[src/rtl/axil_crossbar_grant_rd.sv]
// Read-channel grant FSM for an AXI-Lite crossbar: decodes one read address,
// holds a one-hot slave grant for the transaction, and answers unmapped reads with DECERR.
module axil_crossbar_grant_rd #(
    parameter int NUMBER_SLAVE   = 8,
    parameter int AXI_ADDR_WIDTH = 32,
    parameter logic [NUMBER_SLAVE*AXI_ADDR_WIDTH-1:0] SLAVE_BASE_ADDR = '0,
    parameter logic [NUMBER_SLAVE*AXI_ADDR_WIDTH-1:0] SLAVE_ADDR_MASK = '0
) (
    input  logic                      aclk,
    input  logic                      areset,
    input  logic [AXI_ADDR_WIDTH-1:0] m_axil_araddr,
    input  logic                      m_axil_arvalid,
    input  logic                      m_axil_arready,
    input  logic                      m_axil_rvalid,
    input  logic                      m_axil_rready,
    output logic [NUMBER_SLAVE-1:0]   grant_rd_trans,
    output logic [NUMBER_SLAVE-1:0]   s_axil_arvalid,
    output logic [NUMBER_SLAVE-1:0]   s_axil_rready,
    output logic                      err_arready,
    output logic                      err_rvalid,
    output logic [1:0]                err_rresp,
    output logic                      busy
);

    typedef enum logic [2:0] {
        IDLE,
        ADDR,
        DATA,
        ERR_ADDR,
        ERR_DATA
    } state_t;

    state_t                  state_reg;
    state_t                  state_next;
    logic [NUMBER_SLAVE-1:0] grant_reg;
    logic [NUMBER_SLAVE-1:0] grant_next;
    logic [NUMBER_SLAVE-1:0] hit;
    logic [NUMBER_SLAVE-1:0] hit_onehot;

    generate
        for (genvar gi = 0; gi < NUMBER_SLAVE; gi++) begin : g_decode
            assign hit[gi] = ((m_axil_araddr & SLAVE_ADDR_MASK[gi*AXI_ADDR_WIDTH +: AXI_ADDR_WIDTH])
                              == SLAVE_BASE_ADDR[gi*AXI_ADDR_WIDTH +: AXI_ADDR_WIDTH]);
        end
    endgenerate

    // Isolate the lowest set bit so overlapping windows resolve to the lowest slave index.
    assign hit_onehot = hit & (~hit + NUMBER_SLAVE'(1));

    always_ff @(posedge aclk or posedge areset) begin
        if (areset) begin
            state_reg <= IDLE;
            grant_reg <= '0;
        end else begin
            state_reg <= state_next;
            grant_reg <= grant_next;
        end
    end

    always_comb begin
        state_next     = state_reg;
        grant_next     = grant_reg;
        s_axil_arvalid = '0;
        s_axil_rready  = '0;
        err_arready    = 1'b0;
        err_rvalid     = 1'b0;
        err_rresp      = 2'b00;
        case (state_reg)
            IDLE: begin
                grant_next = '0;
                if (m_axil_arvalid) begin
                    if (|hit) begin
                        state_next = ADDR;
                        grant_next = hit_onehot;
                    end else begin
                        state_next = ERR_ADDR;
                    end
                end
            end
            ADDR: begin
                s_axil_arvalid = grant_reg & {NUMBER_SLAVE{m_axil_arvalid}};
                // A concurrent rvalid here is ignored; the beat is taken in DATA.
                if (m_axil_arvalid && m_axil_arready) begin
                    state_next = DATA;
                end
            end
            DATA: begin
                s_axil_rready = grant_reg & {NUMBER_SLAVE{m_axil_rready}};
                if (m_axil_rvalid && m_axil_rready) begin
                    state_next = IDLE;
                    grant_next = '0;
                end
            end
            ERR_ADDR: begin
                err_arready = 1'b1;
                state_next  = ERR_DATA;
            end
            ERR_DATA: begin
                err_rvalid = 1'b1;
                err_rresp  = 2'b11;
                if (m_axil_rready) begin
                    state_next = IDLE;
                end
            end
            default: begin
                state_next = IDLE;
                grant_next = '0;
            end
        endcase
    end

    assign grant_rd_trans = grant_reg;
    assign busy           = (state_reg != IDLE);

endmodule
[config.mk]
export PLATFORM = sky130hd
export DESIGN_NAME = axil_crossbar_grant_rd
export DESIGN_NICKNAME = d
export VERILOG_FILES = /design/src/rtl/axil_crossbar_grant_rd.sv
export SDC_FILE = /design/constraint.sdc
export NUM_CORES = 1
export LEC_CHECK = 0
export CORE_MARGIN = 8
export CORE_UTILIZATION = 24
export DETAILED_ROUTE_END_ITERATION = 8
export PLACE_DENSITY_LB_ADDON = 0.25
export SLEW_MARGIN = 20
export SYNTH_ARGS = -nofsm -noshare
export SYNTH_HDL_FRONTEND = slang
export SYNTH_SLANG_ARGS = --single-unit
export TNS_END_PERCENT = 5
[constraint.sdc]
create_clock -name aclk -period 2.4 [get_ports aclk]
set_input_delay 0.36 -clock aclk [delete_from_list [all_inputs] [get_ports aclk]]
set_output_delay 0.36 -clock aclk [all_outputs]
set_load 0.005 [all_outputs]
Yosys cells after proc, flatten, opt, wreduce, memory -nomap -nowiden
Cells that the tools add are included.
- bitwise gates (word level): 3
- multiplexer cells: 13
- reduce and logical (&&, ||, !) cells: 7
- equality and inequality tests: 8
- operator list (kind ; count):
    2-to-1 mux 8 bit ; 3
    case mux 8 bit (3 select lines) ; 1
    bitwise AND 8 bit ; 2
    case mux 3 bit (5 select lines) ; 1
    2-to-1 mux 3 bit ; 4
    != test 2 bit (second input constant) ; 4
    == test 3 x 2 -> 1 bit (second input constant) ; 2
    AND reduction 4 bit ; 1
    == test 3 x 1 -> 1 bit (second input constant) ; 1
    == test 3 bit (second input constant) ; 1
    logical NOT 3 bit ; 1
    2-to-1 mux 1 bit ; 3
    nonzero test 3 bit ; 1
    OR reduction 3 bit ; 1
    logical AND 1 bit ; 2
    2-to-1 mux 2 bit ; 1
    AND reduction 2 bit ; 1
    inverter 1 bit ; 1
- output and inout port bits: 29
- logic and storage cells: 33
- register bits: 11
- bits of input ports: 38

Longest topological paths before layout
- depth in word-level cells: 4
- mapped depth: 3
- mapped depth without buffers: 3

Least setup slack after synthesis
No wires, ideal clock.
- path kind: register to output
- start point: register state_reg[0]
- end point: output port err_rresp[0]
- stages on the path, launching flop included: 4
- setup slack: 1.128 ns
- data required time: 2.040 ns
- arrival time: 0.912 ns
- path buffers: 1
- path through: dfrtp_1 nor2_1 and2_2 buf_4
- longest elaborated chain between the ends: 2
- RTL lines (item ; line ; RTL):
    start, declared ; 33 ; state_t state_reg;
    start signal, assigned ; 55 ; state_reg <= state_next;
    == test 3 bit ; 68 ; case (state_reg)
    2-to-1 mux 2 bit ; 68 ;
    end, declared ; 21 ; output logic [1:0] err_rresp,
No other way between the ends.

Worst setup path after layout
- start point: register state_reg[0]
- end point: output port err_rresp[1]
Same word-level chain as after synthesis.

==> results by group <==
Status
  – Status: finished clean

Power and ir drop
  – Int Power: roughly 0.00029 W
  – NetSw: about 0.00015 W
  – Logic pwr share: 48.2%
  – Clock power frac: between 10% and 20%
  – Power Density: 851 nW/um^2
  – Max IR drop VDD: 268 uV
  – Sequential share of power: 32.8%
  – Net Sw Frac: 34.1%
  – Leak pwr: 0.257 nW

Route
  – Drt first pass iters: 2
  – Metal-1 WL: approximately 370 um
  – Met3 routed WL: ~100 um
  – Wire length on met2: 399 um
  – ANT nets after route: 0
  – Iteration-0 DRC Markers: 3
  – DRC Markers: 0
  – Uppermost layer routed: met3
  – Drt wl/cell: 10.0 um
  – Drt via density: 3.44
  – Via Count: roughly 300
  – Final WL: 874 um

Worst setup path
  – CP Launch Type: flop
  – Crit-path max FO: 10
  – Slowest cell on crit path: clkdlybuf4s50_1
  – Arrival @ worst endpoint: 1.64 ns
  – Crit-path max cell delay: 0.51 ns
  – Capture point of the worst reg-to-reg path: state_reg[2]
  – Nature of the critical path endpoint: output pin
  – R2R cell count: 3
  – Crit path buf inv count: 1
  – Kind of cell adding the most delay to the critical path: buffers and inverters
  – Critical path class: flop to output pin
  – WP data required: 2.04 ns
  – R2r startpoint: state_reg[0]
  – Reg2reg setup slack: 1.23 ns
  – Crit path cell chain: nor2_1, and2_2, clkdlybuf4s50_1

Clock network
  – CTS Hold Bufs: 0
  – CTS tree: done
  – Root buffer cell: clkbuf_4
  – Clock Pin Slew Worst Setup and Hold Paths: 0.04 ns
  – Post-CTS Resized: 0
  – H-tree depth: 1
  – Worst skew pair latency: ~0.23 ns
  – Setup Buffers After CTS: 0
  – Clock sinks: 4
  – CTS max path bufs: 2
  – CTS buffer count: 3

Synth
  – Cell taking the most area after synthesis: buf_4
  – Synth Warn #: 0
  – Unique cell type count in the Yosys netlist: 21
  – Synthesized flop and latch total: 4
  – Post-synthesis sequential area ratio: 23.3%
  – Mapped Cells: 49
  – Syn Area/Cell: 8.76 um^2
  – Top-area cell type share of the netlist area: 40.2%
  – Dominant cells by area after synthesis: buf_4 (40%), dfrtp_1 (23%), and2_2 (3.5%)
  – Synth Cell Area: around 430 um^2

Floorplan
  – Core Region: ~1700 um^2
  – Die Wd: around 58 um
  – Standard-cell rows: 15
  – Top-Level Pins: 67
  – Die area: approximately 3400 um^2
  – Initial Util: 25.1%
  – Die Y: 58.3 um

STA
  – Unrepaired setup endpoints after global routing: false
  – Skew final: 0.000407 ns
  – Final setup fails: 0
  – Min Hold Slack: just over 0.3 ns
  – Fin. max-slew vios: 0
  – Maximum clock frequency: about 0.5 GHz
  – Tmin final: 2.00 ns
  – Tcrit/Tclk final: 83.2%
  – Setup TNS: 0 ns
  – Final hold vios: 0

GRT
  – Largest net degree at the start of global routing: 11
  – GR Overflow Total: 0
  – Vias in the first global route: approximately 310
  – Overall Global Routing Usage: under 10%
  – First-pass GRT wire length: 1390 um
  – Initial antenna violation count: 0

Run
  – Max cap viols: 0

Place
  – Routability Congestion: 0.648
  – Post-detail-place hpwl: 755 um
  – # port buffers: 13

Finish
  – Final nets: 102
  – Most common cell after layout, fill and taps aside: conb_1
  – Share of layout cells above drive strength 1: 17.7%
  – Commonest non-fill, non-tap cells in the layout: conb_1 (21), clkdlybuf4s50_1 (13), dfrtp_1 (4), clkbuf_4 (3)
  – Number of flip-flops under the largest register name: 3
  – Antenna Cells: 0
  – P&R area growth vs syn: 20.1%

Worst hold path
  – Hold Crit Class: input pin to async pin
==> worst register-to-register path: stages, from the launching register on <==
cell     delay (ns)
dfrtp_1        0.48
nor2_1         0.13
and2_2         0.23
a21o_2         0.22
==> synth_stat cells <==
library cell,instances
o21ai_0,1
nand4b_1,1
mux2_2,1
buf_4,23
and3b_1,1
and2_2,2
a31oi_1,1
and4_2,1
a21o_2,1
conb_1,1
inv_1,2
nand2_1,1
nand3b_1,1
a21o_1,1
nor2_1,2
or3_2,1
and4b_2,1
nor4b_2,1
a21oi_1,1
nor2b_1,1
dfrtp_1,4
==> worst max-delay path by stage <==
| stage | slack, ns | to | cells after the start | start |
|---|---|---|---|---|
| after floorplan | 1.13 | err_rresp[0] | 3 | state_reg[0] |
| after global placement | 0.42 | s_axil_arvalid[0] | 3 | m_axil_arvalid |
| after detailed placement | 0.42 | s_axil_arvalid[0] | 3 | m_axil_arvalid |
| after CTS | 0.39 | err_rresp[1] | 3 | state_reg[0] |
| after global routing | 0.34 | err_rresp[1] | 3 | state_reg[0] |
| final | 0.40 | err_rresp[1] | 3 | state_reg[0] |
==> final cells by class <==
type,count,area (um^2)
clock buffer,3,22.5
fill,192,1190
inverter,2,7.51
multi-input combinational,40,224
sequential,4,100
tap,25,31.3
timing repair buffer,13,130
==> per-layer routing <==
layer  GRT usage, %  vias to the layer above
li1               -                      148
met1           5.26                      132
met2           8.19                       19
met3           3.09                        0
met4           4.20                        0
met5              0                        -
==> kinds of logic after synthesis <==
family | after synthesis | share of synthesized area [%]
other | 1 | 0.874
buffers and inverters | 25 | 42.0
DFF | 4 | 23.3
and+or+nand+nor | 13 | 23.6
AOI/OAI and AO/OA | 5 | 7.58
muxes | 1 | 2.62
==> power groups by stage <==
stage	logic (W)	clock network, W	registers [W]
after CTS	0.000214	0.0000890	0.000143
after global routing	0.000237	0.0000954	0.000151
after global placement	0.000212	0	0.000144
after detailed placement	0.000214	0	0.000144
final	0.000211	0.0000836	0.000144
after floorplan	0.000147	0	0.000131
==> metrics by stage <==
step / total power [W] / worst slack, ns / cell area [um^2] / cells / utilization (%)
after global routing: 0.000483 / 0.337 / 515 / 87 / 30.2
after detailed placement: 0.000358 / 0.422 / 493 / 84 / 28.9
after CTS: 0.000446 / 0.393 / 515 / 87 / 30.2
after floorplan: 0.000278 / 1.13 / 504 / 69 / -
after global placement: 0.000356 / 0.420 / 493 / 84 / 28.9
final: 0.000439 / 0.403 / 515 / 87 / 30.2
Power figures use the tool's default switching activity.
